`src/rtl/snn_ff_pkg.sv`:
```
// Shared definitions for the synaptic update sequencer: FSM state encoding,
// SRAM row geometry and the read-to-write latency floor.
package snn_ff_pkg;

  typedef enum logic [2:0] {
    ST_IDLE,
    ST_READ,
    ST_WAIT,
    ST_WRITE,
    ST_FIN,
    ST_PRE_FETCH,
    ST_PRE_CHK
  } seq_state_t;

  localparam int UPDATE_LAT_MIN = 1;

  function automatic int syn_words(input int out_neurons, input int parallel);
    return out_neurons / parallel;
  endfunction

  // A write-back can never share the cycle of its own read strobe.
  function automatic int update_lat_floor(input int lat);
    return (lat < UPDATE_LAT_MIN) ? UPDATE_LAT_MIN : lat;
  endfunction

endpackage

```
`src/rtl/syn_row_word_counter.sv`:
```
// Row/word walker for the synaptic SRAM: keeps the linear word address and the
// first post-neuron index of the current word by incrementing, never multiplying.
module syn_row_word_counter
  import snn_ff_pkg::*;
#(
  parameter int INPUT_NEURON         = 784,
  parameter int OUTPUT_NEURON        = 256,
  parameter int POST_NEUR_PARALLEL   = 4,
  parameter int PRE_NEUR_ADDR_WIDTH  = 10,
  parameter int POST_NEUR_ADDR_WIDTH = 10,
  parameter int SYN_ARRAY_ADDR_WIDTH = 16
) (
  input  logic                            clk,
  input  logic                            rst_n,
  input  logic                            clr,
  input  logic                            adv,
  input  logic                            skip_row,
  output logic [PRE_NEUR_ADDR_WIDTH-1:0]  row,
  output logic [POST_NEUR_ADDR_WIDTH-1:0] post,
  output logic [SYN_ARRAY_ADDR_WIDTH-1:0] addr,
  output logic                            last_word,
  output logic                            last_row
);

  localparam int SYN_WORDS = syn_words(OUTPUT_NEURON, POST_NEUR_PARALLEL);
  localparam logic [POST_NEUR_ADDR_WIDTH-1:0] LAST_WORD = POST_NEUR_ADDR_WIDTH'(SYN_WORDS - 1);
  localparam logic [PRE_NEUR_ADDR_WIDTH-1:0]  LAST_ROW  = PRE_NEUR_ADDR_WIDTH'(INPUT_NEURON - 1);
  localparam logic [POST_NEUR_ADDR_WIDTH-1:0] POST_STEP = POST_NEUR_ADDR_WIDTH'(POST_NEUR_PARALLEL);
  localparam logic [SYN_ARRAY_ADDR_WIDTH-1:0] ROW_STEP  = SYN_ARRAY_ADDR_WIDTH'(SYN_WORDS);

  logic [POST_NEUR_ADDR_WIDTH-1:0] word;

  always_ff @(posedge clk or negedge rst_n) begin
    if (!rst_n) begin
      row  <= '0;
      word <= '0;
      post <= '0;
      addr <= '0;
    end else if (clr) begin
      row  <= '0;
      word <= '0;
      post <= '0;
      addr <= '0;
    end else if (adv) begin
      addr <= addr + 1'b1;
      if (last_word) begin
        word <= '0;
        post <= '0;
        row  <= row + 1'b1;
      end else begin
        word <= word + 1'b1;
        post <= post + POST_STEP;
      end
    end else if (skip_row) begin
      // Only taken at word 0, so a whole row of words is jumped.
      row  <= row + 1'b1;
      addr <= addr + ROW_STEP;
    end
  end

  assign last_word = (word == LAST_WORD);
  assign last_row  = (row == LAST_ROW);

endmodule

```
`src/rtl/synaptic_update_sequencer.sv`:
```
// Weight-update sequencer: read-wait-write walk over every (row, word) of the
// synaptic/gradient SRAMs. Define SYN_UPDATE_SKIP_ZERO_PRE_EN to skip rows whose pre spike count is zero.
module synaptic_update_sequencer
  import snn_ff_pkg::*;
#(
  parameter int INPUT_NEURON         = 784,
  parameter int OUTPUT_NEURON        = 256,
  parameter int POST_NEUR_PARALLEL   = 4,
  parameter int PRE_NEUR_ADDR_WIDTH  = 10,
  parameter int POST_NEUR_ADDR_WIDTH = 10,
  parameter int SYN_ARRAY_ADDR_WIDTH = 16,
  parameter int UPDATE_LAT           = 1,
  parameter int PRE_NEUR_DATA_WIDTH  = 8
) (
  input  logic                            CLK,
  input  logic                            RSTN,
  input  logic                            START,
  input  logic                            IS_TRAIN,
  input  logic [PRE_NEUR_DATA_WIDTH-1:0]  PRE_NEUR_S_CNT,
  output logic                            BUSY,
  output logic                            DONE,
  output logic                            CTRL_SYNARRAY_CS,
  output logic                            CTRL_SYNARRAY_WE,
  output logic                            CTRL_GRAD_ARRAY_CS,
  output logic                            CTRL_GRAD_ARRAY_WE,
  output logic [SYN_ARRAY_ADDR_WIDTH-1:0] CTRL_SYNARRAY_ADDR,
  output logic [PRE_NEUR_ADDR_WIDTH-1:0]  CTRL_PRE_NEURON_ADDRESS,
  output logic [POST_NEUR_ADDR_WIDTH-1:0] CTRL_POST_NEURON_ADDRESS,
  output logic                            CTRL_TREF_EVENT
);

  localparam int LAT    = update_lat_floor(UPDATE_LAT);
  localparam int WAIT_W = $clog2(LAT + 1);
  localparam logic [WAIT_W-1:0] WAIT_LAST = WAIT_W'(LAT - 1);

`ifdef SYN_UPDATE_SKIP_ZERO_PRE_EN
  localparam seq_state_t ROW_ENTRY = ST_PRE_FETCH;
`else
  localparam seq_state_t ROW_ENTRY = ST_READ;
  logic unused_s_cnt;
  assign unused_s_cnt = ^PRE_NEUR_S_CNT;
`endif

  seq_state_t        state, state_d;
  logic [WAIT_W-1:0] wait_cnt, wait_d;
  logic              clr, adv, skip_row, last_word, last_row;
  logic              cs_q, we_q, busy_q, done_q;

  syn_row_word_counter #(
    .INPUT_NEURON         (INPUT_NEURON),
    .OUTPUT_NEURON        (OUTPUT_NEURON),
    .POST_NEUR_PARALLEL   (POST_NEUR_PARALLEL),
    .PRE_NEUR_ADDR_WIDTH  (PRE_NEUR_ADDR_WIDTH),
    .POST_NEUR_ADDR_WIDTH (POST_NEUR_ADDR_WIDTH),
    .SYN_ARRAY_ADDR_WIDTH (SYN_ARRAY_ADDR_WIDTH)
  ) u_counter (
    .clk       (CLK),
    .rst_n     (RSTN),
    .clr       (clr),
    .adv       (adv),
    .skip_row  (skip_row),
    .row       (CTRL_PRE_NEURON_ADDRESS),
    .post      (CTRL_POST_NEURON_ADDRESS),
    .addr      (CTRL_SYNARRAY_ADDR),
    .last_word (last_word),
    .last_row  (last_row)
  );

  always_comb begin
    state_d  = state;
    wait_d   = wait_cnt;
    clr      = 1'b0;
    adv      = 1'b0;
    skip_row = 1'b0;
    case (state)
      ST_IDLE: begin
        if (START) begin
          if (IS_TRAIN) begin
            clr     = 1'b1;
            state_d = ROW_ENTRY;
          end else begin
            state_d = ST_FIN;
          end
        end
      end
      ST_READ: begin
        if (LAT > 1) begin
          state_d = ST_WAIT;
          wait_d  = WAIT_W'(1);
        end else begin
          state_d = ST_WRITE;
        end
      end
      ST_WAIT: begin
        if (wait_cnt == WAIT_LAST) state_d = ST_WRITE;
        else                       wait_d  = wait_cnt + 1'b1;
      end
      ST_WRITE: begin
        if (last_word && last_row) begin
          state_d = ST_FIN;
        end else begin
          adv     = 1'b1;
          state_d = last_word ? ROW_ENTRY : ST_READ;
        end
      end
      ST_FIN: state_d = ST_IDLE;
`ifdef SYN_UPDATE_SKIP_ZERO_PRE_EN
      ST_PRE_FETCH: state_d = ST_PRE_CHK;
      ST_PRE_CHK: begin
        if (PRE_NEUR_S_CNT != '0) begin
          state_d = ST_READ;
        end else if (last_row) begin
          state_d = ST_FIN;
        end else begin
          skip_row = 1'b1;
          state_d  = ST_PRE_FETCH;
        end
      end
`endif
      default: state_d = ST_IDLE;
    endcase
  end

  // Strobes are decoded from the next state so they appear with the state itself.
  always_ff @(posedge CLK or negedge RSTN) begin
    if (!RSTN) begin
      state    <= ST_IDLE;
      wait_cnt <= '0;
      cs_q     <= 1'b0;
      we_q     <= 1'b0;
      busy_q   <= 1'b0;
      done_q   <= 1'b0;
    end else begin
      state    <= state_d;
      wait_cnt <= wait_d;
      cs_q     <= (state_d == ST_READ) || (state_d == ST_WRITE);
      we_q     <= (state_d == ST_WRITE);
      busy_q   <= (state_d != ST_IDLE) && (state_d != ST_FIN);
      done_q   <= (state_d == ST_FIN);
    end
  end

  assign CTRL_SYNARRAY_CS   = cs_q;
  assign CTRL_SYNARRAY_WE   = we_q;
  assign CTRL_GRAD_ARRAY_CS = cs_q;
  assign CTRL_GRAD_ARRAY_WE = we_q;
  assign BUSY               = busy_q;
  assign CTRL_TREF_EVENT    = busy_q;
  assign DONE               = done_q;

endmodule
```
`config.mk`:
```
export PLATFORM = sky130hd
export DESIGN_NAME = synaptic_update_sequencer
export DESIGN_NICKNAME = d
export VERILOG_FILES = /design/src/rtl/snn_ff_pkg.sv /design/src/rtl/syn_row_word_counter.sv /design/src/rtl/synaptic_update_sequencer.sv
export SDC_FILE = /design/constraint.sdc
export NUM_CORES = 1
export LEC_CHECK = 0
export ABC_AREA = 0
export ABC_CLOCK_PERIOD_IN_PS = 3350
export CORE_ASPECT_RATIO = 0.75
export CORE_MARGIN = 8
export CORE_UTILIZATION = 45
export DETAILED_ROUTE_END_ITERATION = 12
export PLACE_DENSITY = 0.83
export RECOVER_POWER = 25
export SKIP_LAST_GASP = 1
export SLEW_MARGIN = 25
export SYNTH_ARGS = -nofsm -noshare
export SYNTH_HDL_FRONTEND = slang
export SYNTH_HIERARCHICAL = 1
export SYNTH_SLANG_ARGS = --single-unit
```
`constraint.sdc`:
```
create_clock -name CLK -period 3.35 [get_ports CLK]
set_clock_uncertainty 0.1 [all_clocks]
set_input_delay 0.5025 -clock CLK [delete_from_list [all_inputs] [get_ports CLK]]
set_output_delay 0.5025 -clock CLK [all_outputs]
set_load 0.01 [all_outputs]
```
After elaboration in Yosys (flattened, before gate mapping)
Cells that the tools add are included.
{"block": "op_classes", "addsub": 5, "n_eq_ne": 9, "muxes": 22, "reduce_logical": 8}
{"operator": "$mux W10", "count": 9}
{"operator": "$mux W16", "count": 2}
{"operator": "$add A10 B1 Y10 const B", "count": 2}
{"operator": "$add A16 B1 Y16 const B", "count": 1}
{"operator": "$mux W3", "count": 4}
{"operator": "$pmux W3 S4", "count": 1}
{"operator": "$add A10 B3 Y10 const B", "count": 1}
{"operator": "$eq A10 B10 Y1 const B", "count": 1}
{"operator": "$eq A10 B6 Y1 const B", "count": 1}
{"operator": "$eq A3 B2 Y1 const B", "count": 3}
{"operator": "$eq A3 B1 Y1 const B", "count": 2}
{"operator": "$mux W1", "count": 6}
{"operator": "$reduce_bool A2 Y1", "count": 2}
{"operator": "$eq A3 B3 Y1 const B", "count": 1}
{"operator": "$logic_not A3 Y1", "count": 1}
{"operator": "$ne A3 B3 Y1 const B", "count": 1}
{"operator": "$reduce_bool A3 Y1", "count": 1}
{"operator": "$logic_and A1 B1 Y1", "count": 2}
{"operator": "$reduce_and A2 Y1", "count": 1}
{"operator": "$add A1 B1 Y1 const B", "count": 1}
{"operator": "$logic_or A1 B1 Y1", "count": 1}
{"block": "word_totals", "reg_bits": 54, "output_inout_bits": 43}

Longest topological paths before layout
Gate-level depths: netlist of run 1.
{"block": "logic_depth", "word_depth": 6, "mapped_depth": 10, "ltp_nobuf": 8}

Cells and area by module
Netlist of run 1, hierarchy kept.
{"mod": "syn_row_word_counter", "n_inst": 1, "cells_per_inst": 241, "area_each_um2": 2351.0, "seq_area_each_um2": 1101.1}
{"mod": "synaptic_update_sequencer", "n_inst": 1, "cells_per_inst": 26, "area_each_um2": 312.8, "seq_area_each_um2": 175.2}

Least setup slack after synthesis of run 1
OpenSTA, ideal clock, no wires.
{"block": "synth_timing", "path_kind": "register to register", "from": "register u_counter.row[0]", "to": "register u_counter.addr[15]", "setup_ns": 0.078, "arrival_time_ns": 2.315, "required_ns": 3.172, "slack_ns": 0.857, "path_stages_with_launch": 10, "path_buffers": 1, "synth_period_minus_slack_ns": 2.493, "cell_sequence": "dfrtp_1 -> ha_1 -> nand3_1 -> nor2_1 -> a211oi_1 -> buf_2 -> nand4_1 -> o21a_1 -> or4_1 -> a21oi_1"}
{"block": "synth_via", "elab_chain_cells": 5}
{"element": "start, declared", "line_no": "syn_row_word_counter.sv:18", "source": "output logic [PRE_NEUR_ADDR_WIDTH-1:0] row,"}
{"element": "start signal, assigned", "line_no": "syn_row_word_counter.sv:49", "source": "row <= row + 1'b1;"}
{"element": "start signal, assigned", "line_no": "syn_row_word_counter.sv:56", "source": "row <= row + 1'b1;"}
{"element": "$eq A10 B10 Y1", "line_no": "syn_row_word_counter.sv:62", "source": "assign last_row = (row == LAST_ROW);"}
{"element": "named net last_row", "line_no": "synaptic_update_sequencer.sv:46", "source": "logic clr, adv, skip_row, last_word, last_row;"}
{"element": "$logic_and A1 B1 Y1", "line_no": "synaptic_update_sequencer.sv:99", "source": "if (last_word && last_row) begin"}
{"element": "$mux W1", "line_no": "synaptic_update_sequencer.sv:99"}
{"element": "$mux W1", "line_no": "synaptic_update_sequencer.sv:75", "source": "case (state)"}
{"element": "named net adv", "line_no": "synaptic_update_sequencer.sv:46"}
{"element": "$reduce_bool A2 Y1 (no line)"}
{"element": "end signal, assigned", "line_no": "syn_row_word_counter.sv:45", "source": "addr <= addr + 1'b1;"}
{"element": "end signal, assigned", "line_no": "syn_row_word_counter.sv:57", "source": "addr <= addr + ROW_STEP;"}
{"element": "end, declared", "line_no": "syn_row_word_counter.sv:20", "source": "output logic [SYN_ARRAY_ADDR_WIDTH-1:0] addr,"}
The timed path passes the listed nets, and every way through them passes these cells.
A chain may end at the register's enable or synchronous reset.

Worst setup path in the final report of run 1
{"block": "layout_timing", "from": "register u_counter.row[0]", "to": "register u_counter.row[9]"}
{"block": "layout_via", "elab_chain_cells": 6}
{"element": "$eq A10 B10 Y1", "line_no": "syn_row_word_counter.sv:62"}
{"element": "named net last_row", "line_no": "synaptic_update_sequencer.sv:46"}
{"element": "$logic_and A1 B1 Y1", "line_no": "synaptic_update_sequencer.sv:99"}
{"element": "$mux W1", "line_no": "synaptic_update_sequencer.sv:99"}
{"element": "$mux W1", "line_no": "synaptic_update_sequencer.sv:75"}
{"element": "named net adv", "line_no": "synaptic_update_sequencer.sv:46"}
{"element": "$reduce_bool A2 Y1 (no line)"}
{"element": "$reduce_and A2 Y1 (no line)"}
The timed path passes the listed nets, and every way through them passes these cells. The select of a mux whose other input is x is not followed.

==> out/qor.yml, run 1 <==
critical_path:
  startpoint_type: "flop"
  worstPathMaxFanout: 19
  cp-end-kind: "flop"
  arrival_ns: 3.01
  path_class: "reg2reg"
  required_ns: 3.49
timing:
  clock.fmax_mhz: 347.9
  tns_ns: 0
  worst_slack_ns: 0.4757
  hold_ws_ns: 0.4421
  final-hold-violation-count: 0
  rsz0062_at_grt: "no"
  fin_crit_sh: 0.8580
  drv_slew: 36
  setup_viol: 0
  worst_pin_slew_ns: 1.915
  slew_headroom: -0.2767
  fin_crit_ns: 2.874
clock_network:
  cts_buffers: 5
  cts_max_level: 2
  cts_hold_buffers: 0
  tritoncts: "done"
  cts_resized: 0
  clock-sinks: 51
  clock_latency_ns: 0.31
  post_cts_buffers: 0
  clockRootBuffer: "clkbuf_8"
  clk_pin_slew_ns: 0.09
  cts_buffer_depth: 2
final_layout:
  layout-drive-gt1-share: 0.06962
  layout_commonest_cell: "dfrtp_1"
  diodes: 0
  final_net_count: 334
  area_growth_pct: 23.02
  fin_util: 0.5684
  finalInstanceArea_um2: 3277
  layout_common_cells: "dfrtp_1, clkdlybuf4s50_1, a21oi_1"
  fin_cells: 394
run_status:
  violations: "max-capacitance violations, max-slew violations"
  status: "complete, but fails checks"
pwr:
  peakVddDrop_uv: 329.6
  p_leak_nw: 1.322
  powerDensity_nw_per_um2: 820.9
  total_power_mw: 2.690
placed_design:
  placed_cells: 387
  place_area_um2: 3191
  io_buffers: 44
  pre_cts_ws_ns: 0.4811
  gp_congestion: 0.8021
  dp_hpwl_um: 4239
grt:
  gr-usage-all-layers: 0.1471
  grt_pass1_vias: 2202
  grt_max_degree: 36
  gr-total-overflow: 0
  antenna_found_initial: 0
  grt_pass1_wl_um: 10580
yosys:
  synth-seq-cells: 51
  synth_xor_area_frac: 0.03946
  ys.flop_type: "dfrtp_1"
  yosysWarningCount: 6
  async_flop_share: 1.000
  synth_compound_area_frac: 0.1827
  synth_cell_types: 44
  synth_top_family_by_area: "simple AND/OR/NAND/NOR gates"
  yosys.area_share.adder: 0.02818
  yosysSeqAreaShare: 0.4791
  syn_avg_cell_area_um2: 9.977
  synth_cells: 267
  synthSimpleGateAreaFrac: 0.2123
  synth_edf_count: 0
  muxShareOfSynthArea: 0.02020
  syn_area_um2: 2664
drt:
  vias: 2273
  firstDrtPassIters: 4
  avgViaCountPerCell: 5.769
  totalWireLength_um: 6070
  drc: 0
  ant_nets: 0
  drt-wirelength-per-cell_um: 15.41
  first_iter_violations: 183
floorplanning:
  start_util: 0.4620
  io_pins: 55
  die-area_um2: 8663
  dieHeight_um: 82.63
  rows: 24
  core_area_um2: 5766
  die_w_um: 104.8
worst_hold_path:
  hold_path.class: "reg2reg"
flow_run:
  maxCapViolations: 1
## area by class of cell
class / count / area, um^2
Inverter: 4 / 15.01
Tap cell: 78 / 97.59
Multi-Input combinational cell: 204 / 1321
Timing Repair Buffer: 50 / 479.2
Sequential cell: 51 / 1276
Clock buffer: 6 / 82.58
Fill cell: 530 / 2489
Clock inverter: 1 / 5.005
## worst max-delay path, cell delays in order (launching register included)
cell	delay [ns]
dfrtp_1	0.46
ha_1	0.25
nand3_1	0.20
nor2_1	0.12
a211oi_2	0.18
buf_4	0.26
and2_1	0.23
a311oi_1	0.13
buf_4	0.20
or4_1	0.51
a21oi_1	0.16
## report_power, final
group / internal [mW] / switching [mW] / leakage [nW]
logic: 0.617 / 0.594 / 0.643
registers: 0.827 / 0.295 / 0.632
clock network: 0.162 / 0.194 / 0.0470
## state kept, by name, summed over array words and instances (netlist names)
signal              cells
BUSY                    1
CTRL_GRAD_ARRAY_CS      1
CTRL_GRAD_ARRAY_WE      1
DONE                    1
state                   3
u_counter/addr         16
u_counter/post          8
u_counter/row          10
u_counter/word         10
## metal layers
layer  global-route usage  vias to the layer above  part of all wire
met2               0.2396                       56              0.46
met5                    0                        -                 0
met4              0.05816                        0             0.017
met1               0.1884                     1121              0.47
met3              0.03488                       12             0.049
li1                     -                     1084                 -
## synthesized netlist by cell type, drive strengths merged (2+ instances only)
master,number,area (um^2)
nand2b,3,18.77
inv,4,15.01
and2,2,12.51
a22o,10,87.58
and3,2,12.51
a21o,3,22.52
o21ai,12,60.06
nor4,5,46.29
or3,10,62.56
nor2b,3,18.77
buf,11,67.56
a311oi,3,32.53
mux2i,2,20.02
ha,6,75.07
a21oi,22,110.1
conb,2,7.510
a31oi,6,37.54
clkbuf,3,11.26
mux2,3,33.78
nor2,20,75.07
or4,8,60.06
xnor2,6,52.55
dfrtp,51,1276
a211oi,2,15.01
o21a,2,15.01
o21ba,2,20.02
nand4,9,56.30
nand2,15,56.30
o31ai,7,52.55
nand3,15,75.07
xor2,6,52.55
and4,4,35.03
## cell families (layout without fill, tap and decap cells)
group | count (synthesis) | count (layout)
and+or+nand+nor | 100 | 100
AOI/OAI and AO/OA | 73 | 73
DFF | 51 | 51
buffers and inverters | 18 | 61
xor gates and xnor gates | 12 | 12
adders and majority gates | 6 | 6
muxes | 5 | 5
other | 2 | 8
## worst paths after layout
kind,to,slack [ns],cells past startpoint,start
min,u_counter/word[9],0.44,1,u_counter/word[9]
max,u_counter/row[9],0.48,10,u_counter/row[0]
min in group asynchronous,u_counter/addr[3],0.61,1,RSTN
max in group asynchronous,u_counter/addr[7],1.40,2,RSTN
max reg2reg,u_counter/row[9],0.48,10,u_counter/row[0]
min reg2reg,u_counter/word[9],0.44,1,u_counter/word[9]
Power figures use the tool's default switching activity.
==> run 2, diff against run 1 <==
--- a/config.mk
+++ b/config.mk
@@ -6,7 +6,7 @@
 export NUM_CORES = 1
 export LEC_CHECK = 0
 export ABC_AREA = 0
-export ABC_CLOCK_PERIOD_IN_PS = 3350
+export ABC_CLOCK_PERIOD_IN_PS = 3200
 export CORE_ASPECT_RATIO = 0.75
 export CORE_MARGIN = 8
 export CORE_UTILIZATION = 45
==> constraint.sdc (replaced) <==
create_clock -name CLK -period 3.2 [get_ports CLK]
set_clock_uncertainty 0.1 [all_clocks]
set_input_delay 0.48 -clock CLK [delete_from_list [all_inputs] [get_ports CLK]]
set_output_delay 0.48 -clock CLK [all_outputs]
set_load 0.01 [all_outputs]
==> run 2 against run 1 <==
- the run still ends with max-capacitance violations, max-slew violations left
- clock power grew 26%
- wire length fell by 1.1%
- maximum frequency is 3.1% lower
- combinational power is 7% higher
- final cell count increased by 1.0%
- utilization grew 1.0 points
- via count is 1.3% lower
- largest power group unchanged
==> out/qor.yml, run 2 (synthesized netlist as in run 1, its figures left out) <==
clock_network:
  clk_pin_slew_ns: 0.09  # about the same
  post_cts_buffers: 0  # unchanged
  clock_latency_ns: 0.30  # about the same
  cts_buffer_depth: 2  # unchanged
  cts_buffers: 5  # unchanged
  cts_max_level: 2  # unchanged
  clock-sinks: 51  # unchanged
  clockRootBuffer: "clkbuf_8"
  tritoncts: "done"
final_layout:
  fin_cells: 398  # +1.0%
  fillers: 521  # -1.7%
  area_growth_pct: 25.18
  layout_common_cells: "dfrtp_1, clkdlybuf4s50_1, a21oi_1"
  layout-drive-gt1-share: 0.08125  # +0.01163
  finalInstanceArea_um2: 3334  # +1.8%
  top_register: "u_counter/addr"
  diodes: 0  # unchanged
  final_net_count: 337  # +0.90%
  top_regs: "u_counter/addr (16), u_counter/row (10), u_counter/word (10)"
  largest_register_ffs: 16  # unchanged
  layout_commonest_cell: "dfrtp_1"
drt:
  drc: 0  # unchanged
  ant_nets: 0  # unchanged
  vias: 2244  # -1.3%
  firstDrtPassIters: 4  # unchanged
  totalWireLength_um: 6004  # -1.1%
  first_iter_violations: 146  # -20%
  drt-wirelength-per-cell_um: 15.09  # -2.1%
  avgViaCountPerCell: 5.638  # -2.3%
pwr:
  p_int_mw: 1.767  # +10%
  pwr-share-seq: 0.403  # -0.014
  p_leak_nw: 1.347  # +1.9%
  clkPwrFrac: 0.154  # +0.021
  switching_power_mw: 1.151  # +6.2%
  peakVddDrop_uv: 365.4  # +11%
  netSwitchingFraction: 0.3945  # -0.008304
  powerDensity_nw_per_um2: 875.2  # +6.6%
  comb_power_share: 0.444  # -0.006
placed_design:
  io_buffers: 44  # unchanged
  gp_congestion: 0.7956  # -0.81%
  dp_hpwl_um: 4298  # +1.4%
  place_area_um2: 3213  # +0.71%
  placed_cells: 390  # +0.78%
critical_path:
  path_class: "reg2reg"
  worstPathMaxFanout: 8  # -11
  critical_path.slowest_cell: "or4_1"
  required_ns: 3.33  # -0.16 ns
  startpoint: "u_counter/row[0]"
  startpoint_type: "flop"
  cp_slowest_stage_delay_ns: 0.54  # +0.03 ns
  worstPathCellList: "ha_1 > nand3_1 > nor2_1 > a211oi_4 > nand4_1 > o21a_1 > or4_1 > a21oi_1"
  r2r_slack_ns: 0.23  # -0.24 ns
  cp-end-kind: "flop"
  reg2reg_from: "u_counter/row[0]"
  arrival_ns: 3.10  # +0.09 ns
grt:
  grt_max_degree: 34  # -5.6%
  antenna_found_initial: 0  # unchanged
  gr-total-overflow: 0  # unchanged
  grt_pass1_wl_um: 9929  # -6.1%
  gr-usage-all-layers: 0.1386  # -0.008495
  grt_pass1_vias: 2138  # -2.9%
floorplanning:
  die-area_um2: 8663  # unchanged
  io_pins: 55  # unchanged
  die_w_um: 104.8  # unchanged
  start_util: 0.4620  # unchanged
  rows: 24  # unchanged
  dieHeight_um: 82.63  # unchanged
  core_area_um2: 5766  # unchanged
flow_run:
  maxCapViolations: 1  # unchanged
run_status:
  violations: "max-capacitance violations, max-slew violations"
  status: "complete, but fails checks"
timing:
  setup_viol: 0  # unchanged
  drv_slew: 34  # -5.6%
  fin_crit_sh: 0.9268  # +0.06879
  rsz0062_at_grt: "no"
  worst_pin_slew_ns: 1.820  # -0.09534 ns
  tns_ns: 0  # unchanged
  slew_headroom: -0.2132  # +0.06356
  fin_crit_ns: 2.966  # +0.09144 ns
  clock.fmax_mhz: 337.2  # -3.1%
  final-hold-violation-count: 0  # unchanged
worst_hold_path:
  hold_path_startpoint: "u_counter/word[9]"
  hold_path.class: "reg2reg"
==> run 2: power groups by stage <==
stage	combinational [mW]	sequential [mW]	clock [mW]
after global placement	1.24	1.17	0
after detailed placement	1.28	1.18	0
after CTS	1.29	1.17	0.459
after floorplan	0.664	1.20	0
after global routing	1.43	1.21	0.484
final	1.29	1.17	0.449
==> run 2: layout make-up <==
| cell class | count | area (um^2) | share of cell area |
|---|---|---|---|
| Clock inverter | 3 | 43.79 | 0.01313 |
| Clock buffer | 5 | 68.82 | 0.02064 |
| Tap cell | 78 | 97.59 | 0.02927 |
| Timing Repair Buffer | 53 | 498.0 | 0.1493 |
| Sequential cell | 51 | 1276 | 0.3827 |
| Inverter | 4 | 15.01 | 0.004503 |
| Multi-Input combinational cell | 204 | 1335 | 0.4004 |
==> run 2: per-stage QoR <==
stage	power, mW	setup slack (ns)	util	hold slack (ns)
floorplan	1.863	0.7072	-	0.08441
global placement	2.407	0.3347	0.5573	0.4307
detailed placement	2.466	0.1943	0.5573	0.4390
CTS	2.920	0.1736	0.5768	0.1520
global route	3.129	0.05962	0.5783	0.4739
finish	2.918	0.2342	0.5783	0.4525
==> run 2: timing repair <==
item                       CTS  global route
setup endpoints to repair    0             2
resized for setup            0             1
hold buffers                 0             0
==> run 2: worst paths after layout <==
check                                      to  depth (start not counted)
min in group asynchronous   u_counter/addr[4]                          1
max in group asynchronous   u_counter/word[4]                          2
min                         u_counter/word[9]                          1
max reg2reg                u_counter/addr[15]                          8
max                        u_counter/addr[15]                          8
min reg2reg                 u_counter/word[9]                          1
==> run 2: layer usage <==
layer / part of all wire / global-route usage / vias up / wire length, um
li1: - / - / 1099 / -
met1: 0.45 / 0.1677 / 1088 / 2724
met2: 0.49 / 0.2409 / 52 / 2916
met3: 0.054 / 0.03876 / 5 / 322
met4: 0.0068 / 0.03972 / 0 / 41
met5: 0 / 0 / - / 0
==> run 2: critical path: cells and delay by family, from the launching register on <==
| family | cells | cell delay, ns |
|---|---|---|
| AO/OA/AOI/OAI | 3 | 0.93 |
| adder cells (fa/ha/maj) | 1 | 0.23 |
| flip-flops | 1 | 0.45 |
| AND/OR/NAND/NOR | 4 | 1.18 |
